### config.mk
export PLATFORM = sky130hd
export DESIGN_NAME = noc_packetizer
export DESIGN_NICKNAME = d
export VERILOG_FILES = /design/src/rtl/noc_pkg.sv /design/src/rtl/noc_word_fifo.sv /design/src/rtl/noc_packetizer.sv
export SDC_FILE = /design/constraint.sdc
export NUM_CORES = 1
export LEC_CHECK = 0
export CAP_MARGIN = 40
export CORE_MARGIN = 1
export CORE_UTILIZATION = 35
export DETAILED_ROUTE_END_ITERATION = 6
export GPL_ROUTABILITY_DRIVEN = 0
export SLEW_MARGIN = 20
export SYNTH_ARGS = -nofsm -noshare
export SYNTH_HDL_FRONTEND = slang
export SYNTH_SLANG_ARGS = --single-unit
### constraint.sdc
create_clock -name clk -period 51.1 [get_ports clk]
set_input_delay 10.22 -clock clk [delete_from_list [all_inputs] [get_ports clk]]
set_output_delay 10.22 -clock clk [all_outputs]
set_load 0.02 [all_outputs]
### src/rtl/noc_pkg.sv
// Shared NoC constants: node count, default packetizer widths and the flit header layout.
// A flit is {head, tail, dest, payload}, with the header occupying the top bits.
package noc_pkg;
    localparam int NOC_NODES      = 16;
    localparam int NOC_DEST_W     = $clog2(NOC_NODES);
    localparam int DATA_WIDTH_DEF = 600;
    localparam int FLIT_WIDTH_DEF = 150;
    localparam int DEST_WIDTH_DEF = NOC_DEST_W;
    localparam int CREDITS_DEF    = 8;
    localparam int FIFO_DEPTH_DEF = 2;

    localparam int DEST_LSB = FLIT_WIDTH_DEF;
    localparam int TAIL_BIT = DEST_LSB + DEST_WIDTH_DEF;
    localparam int HEAD_BIT = TAIL_BIT + 1;

    typedef struct packed {
        logic                  head;
        logic                  tail;
        logic [NOC_DEST_W-1:0] dest;
    } flit_hdr_t;
endpackage

### src/rtl/noc_word_fifo.sv
// Word buffer for the packetizer: registered storage, read data shown combinationally from the head.
// Writes are refused when full and reads when empty, so the caller may gate loosely.
module noc_word_fifo #(
    parameter int WIDTH = 8,
    parameter int DEPTH = 2
) (
    input  logic             clk,
    input  logic             rst_n,
    input  logic             i_push,
    input  logic [WIDTH-1:0] i_dat,
    input  logic             i_pop,
    output logic [WIDTH-1:0] o_dat,
    output logic             o_full,
    output logic             o_empty
);
    localparam int AW = $clog2(DEPTH);

    logic [WIDTH-1:0] r_mem [DEPTH];
    logic [AW:0]      r_wr_ptr;
    logic [AW:0]      r_rd_ptr;
    logic             w_wr_en;
    logic             w_rd_en;

    assign w_wr_en = i_push && !o_full;
    assign w_rd_en = i_pop && !o_empty;

    // Extra MSB on each pointer tells full from empty when the index bits match.
    assign o_empty = (r_wr_ptr == r_rd_ptr);
    assign o_full  = (r_wr_ptr[AW] != r_rd_ptr[AW]) && (r_wr_ptr[AW-1:0] == r_rd_ptr[AW-1:0]);
    assign o_dat   = r_mem[r_rd_ptr[AW-1:0]];

    always_ff @(posedge clk) begin
        if (!rst_n) begin
            r_wr_ptr <= '0;
            r_rd_ptr <= '0;
        end else begin
            if (w_wr_en) r_wr_ptr <= r_wr_ptr + 1'b1;
            if (w_rd_en) r_rd_ptr <= r_rd_ptr + 1'b1;
        end
    end

    always_ff @(posedge clk) begin
        if (w_wr_en) r_mem[r_wr_ptr[AW-1:0]] <= i_dat;
    end
endmodule

### src/rtl/noc_packetizer.sv
// Buffers module words and serializes each into NUM_FLITS credit-gated flits; head flit one cycle after accept.
// Stalls (holding flit index) at zero credit; NOC_PKTZ_STATS_EN adds pkt_count/stall_count outputs.
module noc_packetizer
    import noc_pkg::*;
#(
    parameter int DATA_WIDTH = DATA_WIDTH_DEF,
    parameter int FLIT_WIDTH = FLIT_WIDTH_DEF,
    parameter int DEST_WIDTH = DEST_WIDTH_DEF,
    parameter int CREDITS    = CREDITS_DEF,
    parameter int FIFO_DEPTH = FIFO_DEPTH_DEF
) (
    input  logic                           clk,
    input  logic                           rst,
    input  logic [DATA_WIDTH-1:0]          in_data,
    input  logic [DEST_WIDTH-1:0]          in_dest,
    input  logic                           in_valid,
    output logic                           in_ready,
    output logic [FLIT_WIDTH+DEST_WIDTH+1:0] flit_out,
    output logic                           flit_valid,
    input  logic                           credit_in,
    output logic                           busy
`ifdef NOC_PKTZ_STATS_EN
    ,
    output logic [31:0]                    pkt_count,
    output logic [31:0]                    stall_count
`endif
);
    localparam int NUM_FLITS = DATA_WIDTH / FLIT_WIDTH;
    localparam int IDX_W     = (NUM_FLITS > 1) ? $clog2(NUM_FLITS) : 1;
    localparam int CNT_W     = $clog2(CREDITS + 1);
    localparam int FLIT_W    = FLIT_WIDTH + DEST_WIDTH + 2;
    localparam int HEAD_POS  = FLIT_W - 1;
    localparam int TAIL_POS  = FLIT_W - 2;

    localparam logic [0:0] S_IDLE = 1'b0;
    localparam logic [0:0] S_SEND = 1'b1;

    logic [0:0]                       r_state;
    logic [IDX_W-1:0]                 r_flit_idx;
    logic [CNT_W-1:0]                 r_credit_cnt;
    logic [FLIT_W-1:0]                r_flit;
    logic                             r_flit_vld;
    logic                             r_prev_tail;

    logic [DATA_WIDTH+DEST_WIDTH-1:0] w_fifo_dat;
    logic [DATA_WIDTH-1:0]            w_word;
    logic [DEST_WIDTH-1:0]            w_dest;
    logic [FLIT_WIDTH-1:0]            w_payload;
    logic                             w_full;
    logic                             w_empty;
    logic                             w_push;
    logic                             w_issue;
    logic                             w_last;
    logic                             w_pop;

    assign in_ready = rst && !w_full;
    assign w_push   = in_valid && in_ready;
    assign w_issue  = !w_empty && (r_credit_cnt != '0);
    assign w_last   = (r_flit_idx == IDX_W'(NUM_FLITS - 1));
    assign w_pop    = w_issue && w_last;
    assign w_word   = w_fifo_dat[DATA_WIDTH-1:0];
    assign w_dest   = w_fifo_dat[DATA_WIDTH+DEST_WIDTH-1:DATA_WIDTH];

    noc_word_fifo #(
        .WIDTH (DATA_WIDTH + DEST_WIDTH),
        .DEPTH (FIFO_DEPTH)
    ) u_word_fifo (
        .clk     (clk),
        .rst_n   (rst),
        .i_push  (w_push),
        .i_dat   ({in_dest, in_data}),
        .i_pop   (w_pop),
        .o_dat   (w_fifo_dat),
        .o_full  (w_full),
        .o_empty (w_empty)
    );

    // Lowest slice goes out first.
    always_comb begin
        w_payload = '0;
        for (int k = 0; k < NUM_FLITS; k++) begin
            if (r_flit_idx == IDX_W'(k)) w_payload = w_word[k*FLIT_WIDTH +: FLIT_WIDTH];
        end
    end

    always_ff @(posedge clk) begin
        if (!rst) begin
            r_state    <= S_IDLE;
            r_flit_idx <= '0;
            r_flit     <= '0;
            r_flit_vld <= 1'b0;
        end else begin
            r_flit_vld <= w_issue;
            if (w_issue) begin
                r_flit <= {(r_flit_idx == '0), w_last, w_dest, w_payload};
                if (w_last) begin
                    r_flit_idx <= '0;
                    r_state    <= S_IDLE;
                end else begin
                    r_flit_idx <= r_flit_idx + 1'b1;
                    r_state    <= S_SEND;
                end
            end
        end
    end

    // A credit returned in the same cycle as an issue cancels out; excess credits saturate.
    always_ff @(posedge clk) begin
        if (!rst) begin
            r_credit_cnt <= CNT_W'(CREDITS);
        end else begin
            case ({w_issue, credit_in})
                2'b10:   r_credit_cnt <= r_credit_cnt - 1'b1;
                2'b01:   if (r_credit_cnt != CNT_W'(CREDITS)) r_credit_cnt <= r_credit_cnt + 1'b1;
                default: r_credit_cnt <= r_credit_cnt;
            endcase
        end
    end

    assign flit_out   = r_flit;
    assign flit_valid = r_flit_vld;
    assign busy       = !w_empty || (r_state == S_SEND);

`ifdef NOC_PKTZ_STATS_EN
    always_ff @(posedge clk) begin
        if (!rst) begin
            pkt_count   <= '0;
            stall_count <= '0;
        end else begin
            if (w_pop) pkt_count <= pkt_count + 32'd1;
            if (!w_empty && (r_credit_cnt == '0)) stall_count <= stall_count + 32'd1;
        end
    end
`endif

    always_ff @(posedge clk) begin
        if (!rst)            r_prev_tail <= 1'b1;
        else if (r_flit_vld) r_prev_tail <= r_flit[TAIL_POS];
    end

    a_credit_bound: assert property (@(posedge clk) disable iff (!rst)
        r_credit_cnt <= CNT_W'(CREDITS));
    a_issue_has_credit: assert property (@(posedge clk) disable iff (!rst)
        w_issue |-> (r_credit_cnt != '0));
    a_credit_overflow: assert property (@(posedge clk) disable iff (!rst)
        (credit_in && !w_issue) |-> (r_credit_cnt != CNT_W'(CREDITS)));
    a_head_after_tail: assert property (@(posedge clk) disable iff (!rst)
        r_flit_vld |-> (r_flit[HEAD_POS] == r_prev_tail));
endmodule

==> flow_summary.json <==
{
  "status": "finished clean",
  "synthesis.area_um2": 52570,
  "period_needed_ns": 22.72,
  "yosys-top-cells-count": "1208 x edfxtp_1, 300 x mux2_2, 169 x dfxtp_1",
  "htree_levels": 4,
  "numClockSinks": 1377,
  "yosysSeqAreaShare": 0.7544,
  "grt_use_total": 0.1926,
  "p_sw_w": 0.0006726,
  "min_from": "flit_out[154]",
  "pwr-share-clk": 0.394,
  "cp_max_fo": 62,
  "leakagePower_nw": 20.87,
  "hp-class": "register to register",
  "synthSimpleGateAreaFrac": 0.03144,
  "synth_area_leaders": "edfxtp_1 69%, dfxtp_1 6.4%, mux2_2 6.4%",
  "seqPwrFrac": 0.482,
  "tns_ns": 0,
  "cts-buffers-inserted": 149,
  "grt_pass1_wl_um": 213500,
  "max_cap_viol_count": 0,
  "grt_remaining_overflow": 0,
  "synth_top_family_by_area": "compound AO/OA/AOI/OAI gates",
  "drv_slew": 0,
  "drtIter0Drc": 2261,
  "drc": 0,
  "postCtsResizedCells": 0,
  "synthCells": 3054,
  "portBuffers": 766,
  "top_layer_used": "met5",
  "antenna_found_initial": 72,
  "fp.dieH_um": 389.6,
  "synth_compound_gate_area_share": 0.09666,
  "reg2reg_to": "flit_out[149]",
  "worstSetupPathType": "input pin to output pin",
  "grt_max_degree": 166,
  "wl_per_cell_um": 25.26,
  "ios": 767,
  "critPathBufInv": 3,
  "ys_warn_count": 0,
  "cts-root-buf": "clkbuf_16",
  "routed_wl_um": 150500,
  "synth-edff-count": 1208,
  "synth-async-reset-ratio": 0,
  "synth_nets": 3669,
  "via_per_inst": 5.170,
  "final_util": 0.4562,
  "relSlewSlack": 0.02159,
  "wl_met2_um": 71120,
  "wl_met1_um": 59520,
  "setup_viol": 0,
  "max_clock_freq_mhz": 44.01,
  "min_to": "flit_out[154]",
  "clock_path_buffers": 3,
  "avgSynthCellArea_um2": 17.21,
  "cp.required_ns": 40.88,
  "yosys.area.top_type_share": 0.6900,
  "hold_path_depth": 2,
  "intPower_w": 0.002036,
  "synth.largest_area_cell": "edfxtp_1",
  "grt_pass1_vias": 31080,
  "finalHoldViolCount": 0,
  "synth_adder_area_share": 0.001809,
  "synthFlopType": "edfxtp_1",
  "skew_ns": 0.04020,
  "start_kind": "input pin",
  "comb_power_share": 0.124,
  "regToRegSetupSlack_ns": 46.69,
  "path_cells": "clkdlybuf4s50_1, inv_6, a21oi_1, clkdlybuf4s50_1",
  "ctsHoldBuffers": 0,
  "die-area_um2": 151800,
  "postCtsSetupBuffers": 0,
  "cts_tree": "built",
  "rsz0062_at_grt": "no",
  "worst_path_max_delay_cell": "clkdlybuf4s50_1",
  "p_per_area_nw_per_um2": 40.02,
  "muxShareOfSynthArea": 0.09435,
  "start_util": 0.3543,
  "num_rows": 141,
  "rr_worst_depth": 7,
  "endpoint_kind": "output pin",
  "synth-seq-cells": 1377,
  "clkLatencyLatePin_ns": 0.78,
  "critPathMostFrequentCell": "clkdlybuf4s50_1",
  "worstMarginPinSlew_ns": 1.468,
  "synthToLayoutAreaGrowth_pct": 28.76,
  "fp.dieW_um": 389.6,
  "critPathTopFamily": "buffers and inverters",
  "period_share": 0.4447,
  "via_count": 30810,
  "wl_met3_um": 15850,
  "core_um2": 148400,
  "first_pass_iters": 5,
  "drive_gt1_frac": 0.1500,
  "synthDistinctLibCells": 40,
  "cp.arrival_ns": 12.50,
  "slowest_delay_ns": 0.82,
  "antenna_left": 0,
  "synth_most_common_cell": "edfxtp_1",
  "swShare": 0.2483,
  "vdd_drop_max_uv": 31.20,
  "final_nets": 4416,
  "clkTransAtPathRegs_ns": 0.06,
  "fillers": 12900,
  "dpl.hpwl_um": 94720,
  "synthXorXnorAreaFrac": 0.001476
}
tightest hold or removal path: stages (launching register included):
cell	delay (ns)
dfxtp_1	0.31
nand2_1	0.05
a21oi_1	0.05
logic make-up (layout without fill, tap and decap cells):
group / after synthesis / after routing
adders and majority gates: 7 / 7
muxes: 458 / 458
and+or+nand+nor: 334 / 334
AOI/OAI and AO/OA: 627 / 627
xor gates and xnor gates: 8 / 8
other: 0 / 31
DFF: 1377 / 1377
buffers and inverters: 243 / 1115
placed cells by master, fill, tap and decap left out, types with 44 or more instances in the layout:
master           instances
nand2b_1               151
clkbuf_16              150
dfxtp_1                168
a211o_1                150
mux2_2                 300
clkbuf_1                54
edfxtp_1              1208
a221oi_1               150
buf_4                   44
a31oi_1                151
o2111ai_1              151
clkdlybuf4s50_1        766
nand2_1                164
mux2i_1                158
power by group through the flow:
stage                     Combinational (W)  Clock [W]  Sequential (W)
after floorplan                    0.000138          0         0.00138
after global placement             0.000330          0         0.00133
after detailed placement           0.000337          0         0.00133
after CTS                          0.000338    0.00109         0.00131
after global routing               0.000357    0.00114         0.00131
final                              0.000335    0.00107         0.00131
per-layer routing:
layer / vias to the layer above / GRT usage
met4: 82 / 0.06528
met1: 15530 / 0.2387
met5: - / 0
li1: 13910 / -
met3: 262 / 0.07987
met2: 1018 / 0.3025
sequential cells by signal (all words and copies together) (netlist names), named ones only:
| signal | flops |
|---|---|
| flit_valid | 1 |
| u_word_fifo.r_mem | 1208 |
| flit_out | 156 |
| r_flit_idx | 2 |
| u_word_fifo.r_wr_ptr | 2 |
| r_state | 1 |
| r_credit_cnt | 4 |
| u_word_fifo.r_rd_ptr | 2 |
final cells by class:
cell class                      instances  area [um^2]  share of cell area
Antenna cell                           31        77.57            0.001146
Clock buffer                          216         4121             0.06089
Tap cell                             2002         2505             0.03701
Multi-Input combinational cell       1434        11940              0.1765
Sequential cell                      1377        39660              0.5860
Clock inverter                         60        770.7             0.01139
Timing Repair Buffer                  834         8583              0.1268
Inverter                                5        23.77           0.0003512
worst max-delay path by stage:
stage	from	endpoint	slack [ns]	depth (start not counted)
final	rst	in_ready	28.38	4
after global routing	rst	in_ready	28.30	4
after CTS	rst	in_ready	28.37	4
after detailed placement	rst	in_ready	28.38	4
after global placement	rst	in_ready	28.41	4
after floorplan	rst	u_word_fifo.r_mem[0][0]	13.90	3
metrics by stage:
step | hold WS, ns | area (um^2) | worst slack (ns) | instances | power, W
CTS | 0.4637 | 67470 | 28.37 | 5923 | 0.002736
global route | 0.4840 | 67670 | 28.30 | 5951 | 0.002802
global placement | 0.4455 | 62240 | 28.41 | 5633 | 0.001657
finish | 0.4611 | 67690 | 28.38 | 5959 | 0.002709
detailed placement | 0.4522 | 62580 | 28.38 | 5647 | 0.001665
floorplan | 0.4689 | 52570 | 13.90 | 3054 | 0.001519
No activity file was read; power rests on OpenSTA's default activity.
